### config.mk
export PLATFORM = sky130hd
export DESIGN_NAME = mips_multicycle_hs
export DESIGN_NICKNAME = d
export VERILOG_FILES = /design/src/rtl/mips_multicycle_hs_pkg.sv /design/src/rtl/mips_multicycle_hs_mem_port.sv /design/src/rtl/mips_multicycle_hs.sv
export SDC_FILE = /design/constraint.sdc
export NUM_CORES = 2
export LEC_CHECK = 0
export BUFFER_PORTS_ARGS = -buffer_cell sky130_fd_sc_hd__buf_4
export CORE_AREA = 8 8 452 454
export DETAILED_ROUTE_END_ITERATION = 10
export DIE_AREA = 0 0 460 462
export PLACE_DENSITY_LB_ADDON = 0.1
export SLEW_MARGIN = 20
export SYNTH_ARGS = -nofsm -noshare
export SYNTH_HDL_FRONTEND = slang
export SYNTH_HIERARCHICAL = 1
export SYNTH_SLANG_ARGS = --single-unit
### constraint.sdc
create_clock -name clk -period 54.3 [get_ports clk]
set_input_delay 8.145 -clock clk [delete_from_list [all_inputs] [get_ports clk]]
set_output_delay 8.145 -clock clk [all_outputs]
set_load 0.02 [all_outputs]
### src/rtl/mips_multicycle_hs_pkg.sv
// Shared types and constants for the handshaked multicycle MIPS core.
// Holds the FSM state codes, the instruction classes, the ALU operations, the MIPS
// opcode/funct encodings and the instruction decoder (a pure function of IR).
package mips_multicycle_hs_pkg;

  typedef enum logic [2:0] {
    StFetchReq,
    StFetchWait,
    StDecode,
    StExecute,
    StMemWait,
    StWriteback,
    StFailure
  } state_e;

  typedef enum logic [2:0] {ItR, ItI, ItM, ItB, ItJ, ItJal, ItJr, ItBad} itype_e;

  typedef enum logic [3:0] {
    AluAdd, AluSub, AluAnd, AluOr, AluXor, AluNor,
    AluSlt, AluSltu, AluSll, AluSrl, AluSra, AluLui
  } alu_op_e;

  typedef struct packed {
    itype_e  itype;
    alu_op_e alu_op;
    logic    use_imm;   // ALU operand B is the immediate
    logic    zext_imm;  // logical immediates are zero-extended
    logic    is_store;
    logic    is_bne;
  } dec_t;

  localparam logic [5:0] OpRtype = 6'h00, OpJ    = 6'h02, OpJal  = 6'h03, OpBeq   = 6'h04;
  localparam logic [5:0] OpBne   = 6'h05, OpAddi = 6'h08, OpAddiu = 6'h09, OpSlti = 6'h0a;
  localparam logic [5:0] OpSltiu = 6'h0b, OpAndi = 6'h0c, OpOri  = 6'h0d, OpXori  = 6'h0e;
  localparam logic [5:0] OpLui   = 6'h0f, OpLw   = 6'h23, OpSw   = 6'h2b;

  localparam logic [5:0] FnSll = 6'h00, FnSrl = 6'h02, FnSra = 6'h03, FnJr   = 6'h08;
  localparam logic [5:0] FnAdd = 6'h20, FnAddu = 6'h21, FnSub = 6'h22, FnSubu = 6'h23;
  localparam logic [5:0] FnAnd = 6'h24, FnOr  = 6'h25, FnXor = 6'h26, FnNor  = 6'h27;
  localparam logic [5:0] FnSlt = 6'h2a, FnSltu = 6'h2b;

  localparam logic [4:0] RegRa = 5'd31;

  function automatic dec_t decode(input logic [31:0] ir);
    dec_t d;
    d.itype    = ItBad;
    d.alu_op   = AluAdd;
    d.use_imm  = 1'b1;
    d.zext_imm = 1'b0;
    d.is_store = 1'b0;
    d.is_bne   = 1'b0;
    case (ir[31:26])
      OpRtype: begin
        d.itype   = ItR;
        d.use_imm = 1'b0;
        case (ir[5:0])
          FnSll:         d.alu_op = AluSll;
          FnSrl:         d.alu_op = AluSrl;
          FnSra:         d.alu_op = AluSra;
          FnJr:          d.itype  = ItJr;
          FnAdd, FnAddu: d.alu_op = AluAdd;
          FnSub, FnSubu: d.alu_op = AluSub;
          FnAnd:         d.alu_op = AluAnd;
          FnOr:          d.alu_op = AluOr;
          FnXor:         d.alu_op = AluXor;
          FnNor:         d.alu_op = AluNor;
          FnSlt:         d.alu_op = AluSlt;
          FnSltu:        d.alu_op = AluSltu;
          default:       d.itype  = ItBad;
        endcase
      end
      OpAddi, OpAddiu: d.itype = ItI;
      OpSlti:  begin d.itype = ItI; d.alu_op = AluSlt;  end
      OpSltiu: begin d.itype = ItI; d.alu_op = AluSltu; end
      OpAndi:  begin d.itype = ItI; d.alu_op = AluAnd; d.zext_imm = 1'b1; end
      OpOri:   begin d.itype = ItI; d.alu_op = AluOr;  d.zext_imm = 1'b1; end
      OpXori:  begin d.itype = ItI; d.alu_op = AluXor; d.zext_imm = 1'b1; end
      OpLui:   begin d.itype = ItI; d.alu_op = AluLui; end
      OpLw:    d.itype = ItM;
      OpSw:    begin d.itype = ItM; d.is_store = 1'b1; end
      OpBeq:   d.itype = ItB;
      OpBne:   begin d.itype = ItB; d.is_bne = 1'b1; end
      OpJ:     d.itype = ItJ;
      OpJal:   d.itype = ItJal;
      default: d.itype = ItBad;
    endcase
    return d;
  endfunction

endpackage

### src/rtl/mips_multicycle_hs_mem_port.sv
// Registered memory request port with bounded wait.
// start (one cycle, only while idle) captures wr/addr/wdata and raises mem_req on the next
// cycle. The request and its address/data hold until mem_ready is seen, then drop.
// done    : mem_req && mem_ready this cycle (read data valid now).
// timeout : TIMEOUT request cycles elapsed without ready; the request is abandoned.
// Ready in the same cycle as the timeout wins (done=1, timeout=0). TIMEOUT=0 disables it.
module mips_multicycle_hs_mem_port
  import mips_multicycle_hs_pkg::*;
#(
  parameter int unsigned N       = 32,
  parameter int unsigned TIMEOUT = 16
) (
  input  logic         clk,
  input  logic         rst,
  input  logic         start,
  input  logic         wr,
  input  logic [N-1:0] addr,
  input  logic [N-1:0] wdata,
  input  logic         mem_ready,
  output logic         mem_req,
  output logic [N-1:0] mem_addr,
  output logic         mem_wr_ena,
  output logic [N-1:0] mem_wr_data,
  output logic         done,
  output logic         timeout
);

  localparam int unsigned CntW = (TIMEOUT > 1) ? $clog2(TIMEOUT) : 1;
  localparam bit TimeoutEn = (TIMEOUT != 0);
  localparam logic [CntW-1:0] CntLast = CntW'((TIMEOUT == 0) ? 0 : TIMEOUT - 1);

  logic            req_q, req_d;
  logic            wr_q, wr_d;
  logic [N-1:0]    addr_q, addr_d;
  logic [N-1:0]    wdata_q, wdata_d;
  logic [CntW-1:0] cnt_q, cnt_d;

  assign done    = req_q & mem_ready;
  // cnt_q counts request cycles already spent, so the last allowed one is CntLast.
  assign timeout = TimeoutEn & req_q & ~mem_ready & (cnt_q == CntLast);

  always_comb begin
    req_d   = req_q;
    wr_d    = wr_q;
    addr_d  = addr_q;
    wdata_d = wdata_q;
    cnt_d   = cnt_q;
    if (start) begin
      req_d   = 1'b1;
      wr_d    = wr;
      addr_d  = addr;
      wdata_d = wdata;
      cnt_d   = '0;
    end else if (req_q) begin
      if (mem_ready || timeout) begin
        req_d = 1'b0;
        wr_d  = 1'b0;
      end else begin
        cnt_d = cnt_q + CntW'(1);
      end
    end
  end

  always_ff @(posedge clk or posedge rst) begin
    if (rst) begin
      req_q   <= 1'b0;
      wr_q    <= 1'b0;
      addr_q  <= '0;
      wdata_q <= '0;
      cnt_q   <= '0;
    end else begin
      req_q   <= req_d;
      wr_q    <= wr_d;
      addr_q  <= addr_d;
      wdata_q <= wdata_d;
      cnt_q   <= cnt_d;
    end
  end

  assign mem_req     = req_q;
  assign mem_addr    = addr_q;
  assign mem_wr_ena  = wr_q;
  assign mem_wr_data = wdata_q;

endmodule

### src/rtl/mips_multicycle_hs.sv
// Multicycle MIPS core with a single shared (von Neumann) memory port using req/ready.
// Ports: clk/rst (async active-high), ena (sampled only in FETCH_REQ), mem_* handshake
// port, PC, flattened debug register file, instr_retired counter and sticky fault.
// Supports R-type ALU ops, I-type ALU ops, LW/SW, BEQ/BNE, J/JAL/JR. Illegal
// instructions and memory timeouts park the core in StFailure until reset.
module mips_multicycle_hs
  import mips_multicycle_hs_pkg::*;
#(
  parameter int unsigned N        = 32,
  parameter logic [31:0] RESET_PC = 32'h0040_0000,
  parameter int unsigned TIMEOUT  = 16,
  parameter int unsigned CNT_W    = 32
) (
  input  logic              clk,
  input  logic              rst,
  input  logic              ena,
  output logic              mem_req,
  input  logic              mem_ready,
  output logic [N-1:0]      mem_addr,
  output logic              mem_wr_ena,
  output logic [N-1:0]      mem_wr_data,
  input  logic [N-1:0]      mem_rd_data,
  output logic [31:0]       PC,
  output logic [32*N-1:0]   full_register_file,
  output logic [CNT_W-1:0]  instr_retired,
  output logic              fault
);

  state_e             state_q, state_d;
  logic [31:0]        pc_q, pc_d;
  logic [31:0]        ir_q, ir_d;
  logic [31:0]        btarget_q, btarget_d;
  logic [N-1:0]       dr_q, dr_d;
  logic [N-1:0]       reg_a_q, reg_a_d;
  logic [N-1:0]       reg_b_q, reg_b_d;
  logic [CNT_W-1:0]   retired_q, retired_d;
  logic               fault_q, fault_d;
  logic [N-1:0]       rf_q [32];

  logic               rf_we;
  logic [4:0]         rf_waddr;
  logic [N-1:0]       rf_wdata;

  logic               mp_start, mp_wr, mp_done, mp_timeout;
  logic [N-1:0]       mp_addr, mp_wdata;

  dec_t               dec;
  logic [N-1:0]       sei, imm_ext, alu_b, alu_res;
  logic [4:0]         shamt;
  logic               alu_equal, br_taken;
  logic [31:0]        jtarget;

  assign dec       = decode(ir_q);
  assign sei       = {{(N-16){ir_q[15]}}, ir_q[15:0]};
  assign imm_ext   = dec.zext_imm ? {{(N-16){1'b0}}, ir_q[15:0]} : sei;
  assign alu_b     = dec.use_imm ? imm_ext : reg_b_q;
  assign shamt     = ir_q[10:6];
  assign alu_equal = (reg_a_q == reg_b_q);
  assign br_taken  = dec.is_bne ? ~alu_equal : alu_equal;
  assign jtarget   = {pc_q[31:28], ir_q[25:0], 2'b00};

  // ALU; shifts operate on rt as in MIPS, overflow is never trapped.
  always_comb begin
    alu_res = '0;
    case (dec.alu_op)
      AluAdd:  alu_res = reg_a_q + alu_b;
      AluSub:  alu_res = reg_a_q - alu_b;
      AluAnd:  alu_res = reg_a_q & alu_b;
      AluOr:   alu_res = reg_a_q | alu_b;
      AluXor:  alu_res = reg_a_q ^ alu_b;
      AluNor:  alu_res = ~(reg_a_q | alu_b);
      AluSlt:  alu_res = {{(N-1){1'b0}}, $signed(reg_a_q) < $signed(alu_b)};
      AluSltu: alu_res = {{(N-1){1'b0}}, reg_a_q < alu_b};
      AluSll:  alu_res = reg_b_q << shamt;
      AluSrl:  alu_res = reg_b_q >> shamt;
      AluSra:  alu_res = N'($signed(reg_b_q) >>> shamt);
      AluLui:  alu_res = {ir_q[15:0], {(N-16){1'b0}}};
      default: alu_res = '0;
    endcase
  end

  always_comb begin
    state_d   = state_q;
    pc_d      = pc_q;
    ir_d      = ir_q;
    btarget_d = btarget_q;
    dr_d      = dr_q;
    reg_a_d   = reg_a_q;
    reg_b_d   = reg_b_q;
    retired_d = retired_q;
    fault_d   = fault_q;
    mp_start  = 1'b0;
    mp_wr     = 1'b0;
    mp_addr   = N'(pc_q);
    mp_wdata  = reg_b_q;
    rf_we     = 1'b0;
    rf_waddr  = ir_q[20:16];
    rf_wdata  = alu_res;
    unique case (state_q)
      StFetchReq: begin
        if (ena) begin
          mp_start = 1'b1;
          state_d  = StFetchWait;
        end
      end
      StFetchWait: begin
        if (mp_done) begin
          ir_d    = mem_rd_data[31:0];
          pc_d    = pc_q + 32'd4;
          state_d = StDecode;
        end else if (mp_timeout) begin
          fault_d = 1'b1;
          state_d = StFailure;
        end
      end
      StDecode: begin
        reg_a_d   = rf_q[ir_q[25:21]];
        reg_b_d   = rf_q[ir_q[20:16]];
        btarget_d = pc_q + {{14{ir_q[15]}}, ir_q[15:0], 2'b00};
        state_d   = StExecute;
      end
      StExecute: begin
        case (dec.itype)
          ItR, ItI: state_d = StWriteback;
          ItM: begin
            mp_start = 1'b1;
            mp_wr    = dec.is_store;
            mp_addr  = reg_a_q + sei;
            state_d  = StMemWait;
          end
          ItB: begin
            if (br_taken) pc_d = btarget_q;
            retired_d = retired_q + CNT_W'(1);
            state_d   = StFetchReq;
          end
          ItJ: begin
            pc_d      = jtarget;
            retired_d = retired_q + CNT_W'(1);
            state_d   = StFetchReq;
          end
          ItJal: begin
            // pc_q already holds the return address (PC+4).
            pc_d      = jtarget;
            rf_we     = 1'b1;
            rf_waddr  = RegRa;
            rf_wdata  = N'(pc_q);
            retired_d = retired_q + CNT_W'(1);
            state_d   = StFetchReq;
          end
          ItJr: begin
            pc_d      = 32'(reg_a_q);
            retired_d = retired_q + CNT_W'(1);
            state_d   = StFetchReq;
          end
          default: begin
            fault_d = 1'b1;
            state_d = StFailure;
          end
        endcase
      end
      StMemWait: begin
        if (mp_done) begin
          if (dec.is_store) begin
            retired_d = retired_q + CNT_W'(1);
            state_d   = StFetchReq;
          end else begin
            dr_d    = mem_rd_data;
            state_d = StWriteback;
          end
        end else if (mp_timeout) begin
          fault_d = 1'b1;
          state_d = StFailure;
        end
      end
      StWriteback: begin
        rf_we     = 1'b1;
        rf_waddr  = (dec.itype == ItR) ? ir_q[15:11] : ir_q[20:16];
        rf_wdata  = (dec.itype == ItM) ? dr_q : alu_res;
        retired_d = retired_q + CNT_W'(1);
        state_d   = StFetchReq;
      end
      StFailure: fault_d = 1'b1;
      default: begin
        fault_d = 1'b1;
        state_d = StFailure;
      end
    endcase
  end

  always_ff @(posedge clk or posedge rst) begin
    if (rst) begin
      state_q   <= StFetchReq;
      pc_q      <= RESET_PC;
      ir_q      <= '0;
      btarget_q <= '0;
      dr_q      <= '0;
      reg_a_q   <= '0;
      reg_b_q   <= '0;
      retired_q <= '0;
      fault_q   <= 1'b0;
    end else begin
      state_q   <= state_d;
      pc_q      <= pc_d;
      ir_q      <= ir_d;
      btarget_q <= btarget_d;
      dr_q      <= dr_d;
      reg_a_q   <= reg_a_d;
      reg_b_q   <= reg_b_d;
      retired_q <= retired_d;
      fault_q   <= fault_d;
    end
  end

  // Register file; $0 is never written so it reads as zero.
  always_ff @(posedge clk or posedge rst) begin
    if (rst) begin
      for (int i = 0; i < 32; i++) rf_q[i] <= '0;
    end else if (rf_we && (rf_waddr != 5'd0)) begin
      rf_q[rf_waddr] <= rf_wdata;
    end
  end

  for (genvar g = 0; g < 32; g++) begin : g_rf_flat
    assign full_register_file[g*N +: N] = rf_q[g];
  end

  mips_multicycle_hs_mem_port #(
    .N       (N),
    .TIMEOUT (TIMEOUT)
  ) u_mem_port (
    .clk         (clk),
    .rst         (rst),
    .start       (mp_start),
    .wr          (mp_wr),
    .addr        (mp_addr),
    .wdata       (mp_wdata),
    .mem_ready   (mem_ready),
    .mem_req     (mem_req),
    .mem_addr    (mem_addr),
    .mem_wr_ena  (mem_wr_ena),
    .mem_wr_data (mem_wr_data),
    .done        (mp_done),
    .timeout     (mp_timeout)
  );

  assign PC            = pc_q;
  assign instr_retired = retired_q;
  assign fault         = fault_q;

endmodule

Word-level counts from Yosys, hierarchy flattened --
Cells that the tools add are included.
Cells by class: equal/unequal tests 65, $add $sub $neg 7, mux-type cells 63, bitwise gates (word level) 15, order comparisons 6, reduce and logical (&&, ||, !) cells 34, shift operators 3
Operator list (number):
- $bwmux W1024 | 1
- $mux W32 | 16
- $pmux W32 S12 | 1
- $bmux W32 S5 | 2
- $pmux W32 S3 | 2
- $demux W32 S5 | 1
- $pmux W32 S2 | 2
- $add A32 B32 Y32 | 3
- $eq A6 B6 Y1 const B | 12
- $lt A32 B32 Y1 | 2
- $eq A6 B4 Y1 const B | 9
- $pmux W4 S10 | 1
- $add A32 B1 Y32 const B | 1
- $add A32 B3 Y32 const B | 1
- $and A32 B32 Y32 | 1
- $eq A32 B32 Y1 | 1
- $not A32 Y32 | 1
- $or A32 B32 Y32 | 1
- $shl A32 B5 Y32 | 1
- $shr A32 B5 Y32 | 1
- $sshr A32 B5 Y32 | 1
- $sub A32 B32 Y32 | 1
- $xor A32 B32 Y32 | 1
- $pmux W4 S7 | 1
- other kinds (49) | 129
Word-level totals: output and inout bits 1155, input port bits 36, register bits after elaboration 1322

Logic depth before layout (Yosys ltp) --
word-level depth 13, gate-level depth with buffers 21

Modules after synthesis --
Netlist, hierarchy kept.
Modules (own cells, without submodules):
- mips_multicycle_hs | area each 77257.8 µm², cells each 7129, instances 1
- mips_multicycle_hs_mem_port | area each 2696.3 µm², cells each 169, instances 1

Least setup slack after synthesis --
No wires, ideal clock.
kind in2reg, from input port mem_ready, to register retired_q[29], in the netlist instr_retired[29], arrival 9.768 ns, path buffers 0, required time 54.171 ns, library setup time 0.129 ns, cell stages on the path 7, slack 44.403 ns, cells stage by stage and2_1 > a31oi_1 > o32ai_1 > nand3_1 > nor4_2 > nand3_1 > xnor2_1
On the way: word-level cells in the longest chain between the ends 3
Ends and longest elaborated chain:
- start: declaration | RTL line mips_multicycle_hs.sv:18 | input logic mem_ready,
- $and A1 B1 Y1 | RTL line mips_multicycle_hs_mem_port.sv:38 | assign done = req_q & mem_ready;
- $ne A2 B2 Y1 (no source line)
- $reduce_and A4 Y1 (no source line)
- end signal: assignment | RTL line mips_multicycle_hs.sv:209 | retired_q <= retired_d;
- end: declaration | RTL line mips_multicycle_hs.sv:36 | logic [CNT_W-1:0] retired_q, retired_d;
Every way passes these cells. A chain may end at the register's enable or synchronous reset.

==> flow_metrics.py <==
metrics = {
    "cts": {
        "cts_tree": "yes",
        "clock_path_buffers": 3,
        "cts_setup_buffers": 0,
        "numCtsBuffers": 156,
        "htree_num_levels": 4,
        "clkSinkCount": 1322,
        "cts-root-buf": "clkbuf_16",
        "clk_latency_ns": 0.85,
        "hold_buffers": 0,
        "clkTransAtPathRegs_ns": 0.06,
        "ctsResizeCount": 0,
    },
    "power_and_ir_drop": {
        "swShare_pct": 23.0,
        "power_frac_seq_pct": 46.7,
        "vdd_drop_max_mv": 0.0301,
        "clkPwrFrac_pct": 52.1,
        "p_leak_nw": 43.2,
        "power_per_cell_area_nw_per_um2": 21.7,
        "pwr-share-comb_pct": 1.2,
        "p_int_mw": 1.62,
        "p_switching_mw": 0.485,
    },
    "detailed_routing": {
        "drc_errors": 0,
        "vias": 70400,
        "routed_wl_um": 450000,
        "dr.first_iter.drc_count": 8690,
        "detail-route-antenna-nets": 0,
        "vias_per_cell": 6.43,
        "wl_per_cell_um": 41.1,
        "dr.pass1.iters": 8,
    },
    "logic_synthesis": {
        "synth_xor_area_share_pct": 1.52,
        "synthCells": 7298,
        "yosysTopAreaCell": "dfrtp_1",
        "async_reset_ff_share_pct": 100,
        "ys_types": 108,
        "synth_top_family_by_area": "multiplexers",
        "synth_seq_area_share_pct": 41.4,
        "synth_adder_area_share_pct": 2.60,
        "synth_edf_count": 0,
        "synth.area.top_cells": "dfrtp_1, mux4_2, mux2_2",
        "synth_compound_area_share_pct": 13.4,
        "avgSynthCellArea_um2": 11.0,
        "syn_nets": 7498,
        "ys.flop_type": "dfrtp_1",
        "muxShareOfSynthArea_pct": 27.1,
        "yosysWarnings": 6,
        "synth_seq_cells": 1322,
        "syn_area_um2": 80000,
        "yosys.area_share.simple_pct": 9.80,
        "yosys.area.top_type_share_pct": 41.3,
    },
    "final_layout": {
        "syn_to_final_growth_pct": 21.6,
        "drive_above_1_share_pct": 35.8,
        "regArea_um2": 33100,
        "post_layout_nonfiller_instances": 11000,
        "nets": 8381,
        "multi_input_area_um2": 44100,
        "fillers": 18100,
    },
    "setup_path": {
        "worst-path-stages": 7,
        "critPathMaxStageDelay_ns": 0.92,
        "path_class": "in2async",
        "crit_required_ns": 55.11,
        "path_cells": "buf_4, inv_8, buf_4, buf_4, buf_12, buf_4, buf_4",
        "critical_path.startpoint_type": "input pin",
        "cp_max_fo": 130,
        "r2r-start": "ir_q[26]",
        "slowest_stage": "buf_4",
        "end_kind": "asynchronous set/reset pin",
        "worstPathArrival_ns": 13.08,
        "critical_path.top_delay_family": "buffers and inverters",
        "ff2ff_path_depth": 19,
        "cpMostUsedCell": "buf_4",
        "r2r_setup_slack_ns": 47.10,
        "path_buf_inv": 7,
        "r2r-end": "full_register_file[570]",
    },
    "grt": {
        "grt-ovfl-total": 0,
        "grt_pass1_vias": 67900,
        "grt_max_degree": 145,
        "antenna_found_initial": 15,
        "grtUsageTotal_pct": 41.0,
        "grt_pass1_wl_um": 606000,
    },
    "place": {
        "io_buffers": 1190,
        "gp_congestion": 1.05,
        "dp_hpwl_um": 343000,
        "dpl.cell_count": 10700,
    },
    "floorplan": {
        "die_y_um": 462,
        "rows": 163,
        "start_util_pct": 40.7,
        "io_pins": 1191,
        "die_w_um": 460,
        "dieArea_um2": 213000,
        "core_area_um2": 197000,
    },
    "outcome": {
        "outcome": "complete, no violations",
    },
    "min_path": {
        "hold_depth": 0,
        "holdPathEnd": "full_register_file[27]",
        "hp-start": "full_register_file[27]",
        "hp-class": "reg2reg",
    },
    "timing": {
        "period_minus_slack_ns": 12.27,
        "max_clock_freq_mhz": 81.5,
        "period_share_pct": 22.6,
        "fin_skew_ns": 0.0698,
        "rsz0062_at_grt": "false",
        "setup_viol": 0,
        "relSlewSlack_pct": 16.4,
        "report.final.slew_viol_count": 0,
        "hold_viol": 0,
        "worst_slew_pin_slew_ns": 1.25,
        "setup_tns_ns": 0,
    },
    "flow_run": {
        "maxCapViolCount": 0,
    },
}
## metrics by stage
stage | hold WS, ns | instance area (um2) | worst slack [ns] | power, mW | util, %
after floorplan | 0.439 | 80000 | 10.88 | 1.02 | -
after global placement | 0.405 | 91700 | 41.13 | 1.03 | 46.6
after detailed placement | 0.410 | 91800 | 41.03 | 1.03 | 46.7
after CTS | 0.426 | 97100 | 41.94 | 2.12 | 49.4
after global routing | 0.439 | 97200 | 41.32 | 2.16 | 49.4
final | 0.427 | 97200 | 42.03 | 2.11 | 49.4
## routing by layer
metal / up-vias / track usage, % / wire length [um]
met4: 6 / 28.9 / 40900
met3: 987 / 12.7 / 46400
met5: - / 0 / 38
met2: 4050 / 62.5 / 201000
li1: 28700 / - / -
met1: 36600 / 49.5 / 162000
## how the worst max path moves through the flow
stage | from | end | slack [ns]
2_1_floorplan | rst | PC[0] | 10.88
3_3_place_gp | rst | full_register_file[101] | 41.13
3_5_place_dp | rst | full_register_file[101] | 41.03
4_1_cts | rst | full_register_file[101] | 41.94
5_1_grt | rst | full_register_file[339] | 41.32
6_report | rst | full_register_file[101] | 42.03
## state kept, by name, summed over array words and instances, names as in the netlist
| register | count |
|---|---|
| full_register_file | 1024 |
| PC | 32 |
| btarget_q | 32 |
| dr_q | 32 |
| instr_retired | 32 |
| ir_q | 32 |
| mp_wdata | 32 |
| reg_a_q | 32 |
| u_mem_port/mem_addr | 32 |
| u_mem_port/mem_wr_data | 32 |
| u_mem_port/cnt_q | 4 |
| state_q | 3 |
| fault | 1 |
| u_mem_port/mem_req | 1 |
| u_mem_port/mem_wr_ena | 1 |
## synthesized netlist by cell type, drive strengths merged, types with 28 or more instances
| cell | number |
|---|---|
| a211oi | 42 |
| a21o | 51 |
| a21oi | 282 |
| a221oi | 45 |
| a31oi | 62 |
| and3 | 30 |
| buf | 174 |
| clkbuf | 524 |
| dfrtp | 1321 |
| ha | 160 |
| inv | 141 |
| mux2 | 432 |
| mux2i | 118 |
| mux4 | 692 |
| nand2 | 1152 |
| nand2b | 34 |
| nand3 | 80 |
| nor2 | 324 |
| nor3 | 62 |
| o211ai | 38 |
| o21a | 38 |
| o21ai | 892 |
| o22ai | 30 |
| o31ai | 28 |
| xnor2 | 71 |
| xor2 | 66 |
## logic make-up after synthesis
family	after synthesis
AO/OA/AOI/OAI	1760
XOR/XNOR	137
adder cells (fa/ha/maj)	164
buffers and inverters	839
flip-flops	1322
multiplexers	1242
AND/OR/NAND/NOR	1834
## worst register-to-register path, stage by stage, from the launching register on
cell and delay (ns):
dfrtp_1 0.70, or4_4 0.72, nor3_4 0.12, buf_4 0.41
nand2_1 0.24, nand2_1 0.15, ha_1 0.33, inv_1 0.10
fa_1 0.46, nor2b_1 0.18, o31ai_1 0.09, buf_4 0.17
a211oi_1 0.66, o211ai_1 0.37, a211o_1 0.37, nand2_1 0.17
o22ai_1 0.09, o21ai_0 0.58, a22o_2 0.85, o21ai_0 0.29
## power groups by stage
stage | Sequential (mW) | Clock [mW] | Combinational (mW)
final | 0.986 | 1.10 | 0.0252
after floorplan | 1.01 | 0 | 0.0147
after global routing | 0.985 | 1.15 | 0.0291
after detailed placement | 1.00 | 0 | 0.0260
after CTS | 0.986 | 1.11 | 0.0261
after global placement | 1.00 | 0 | 0.0257
## area by class of cell
class | count | area share (%)
antenna | 9 | 0.0232
timing repair buffer | 1423 | 11.1
clock inverter | 53 | 0.738
multi-input combinational | 5137 | 45.3
tap | 2640 | 3.40
sequential | 1322 | 34.1
inverter | 141 | 0.554
clock buffer | 231 | 4.74
## placed cells by master (no fill, tap or decap), drive strengths merged, types with 15 or more instances in the layout
cell type	instances
ha	160
clkbuf	232
mux4	692
mux2	432
a22o	26
or2	16
a21oi	282
o21bai	15
o22ai	30
nand2b	34
a211oi	42
a31oi	62
clkinv	36
xor2	66
o21ai	892
o31ai	28
nor3	62
dfrtp	1321
a211o	18
and3	30
o211ai	38
nand3	80
mux2i	118
buf	1422
or3	17
a21o	51
xnor2	71
nand4	26
inv	142
a22oi	22
a221oi	45
nor4	24
o21a	38
nand2	1152
nor2	324
(Power assumes the default switching activity.)
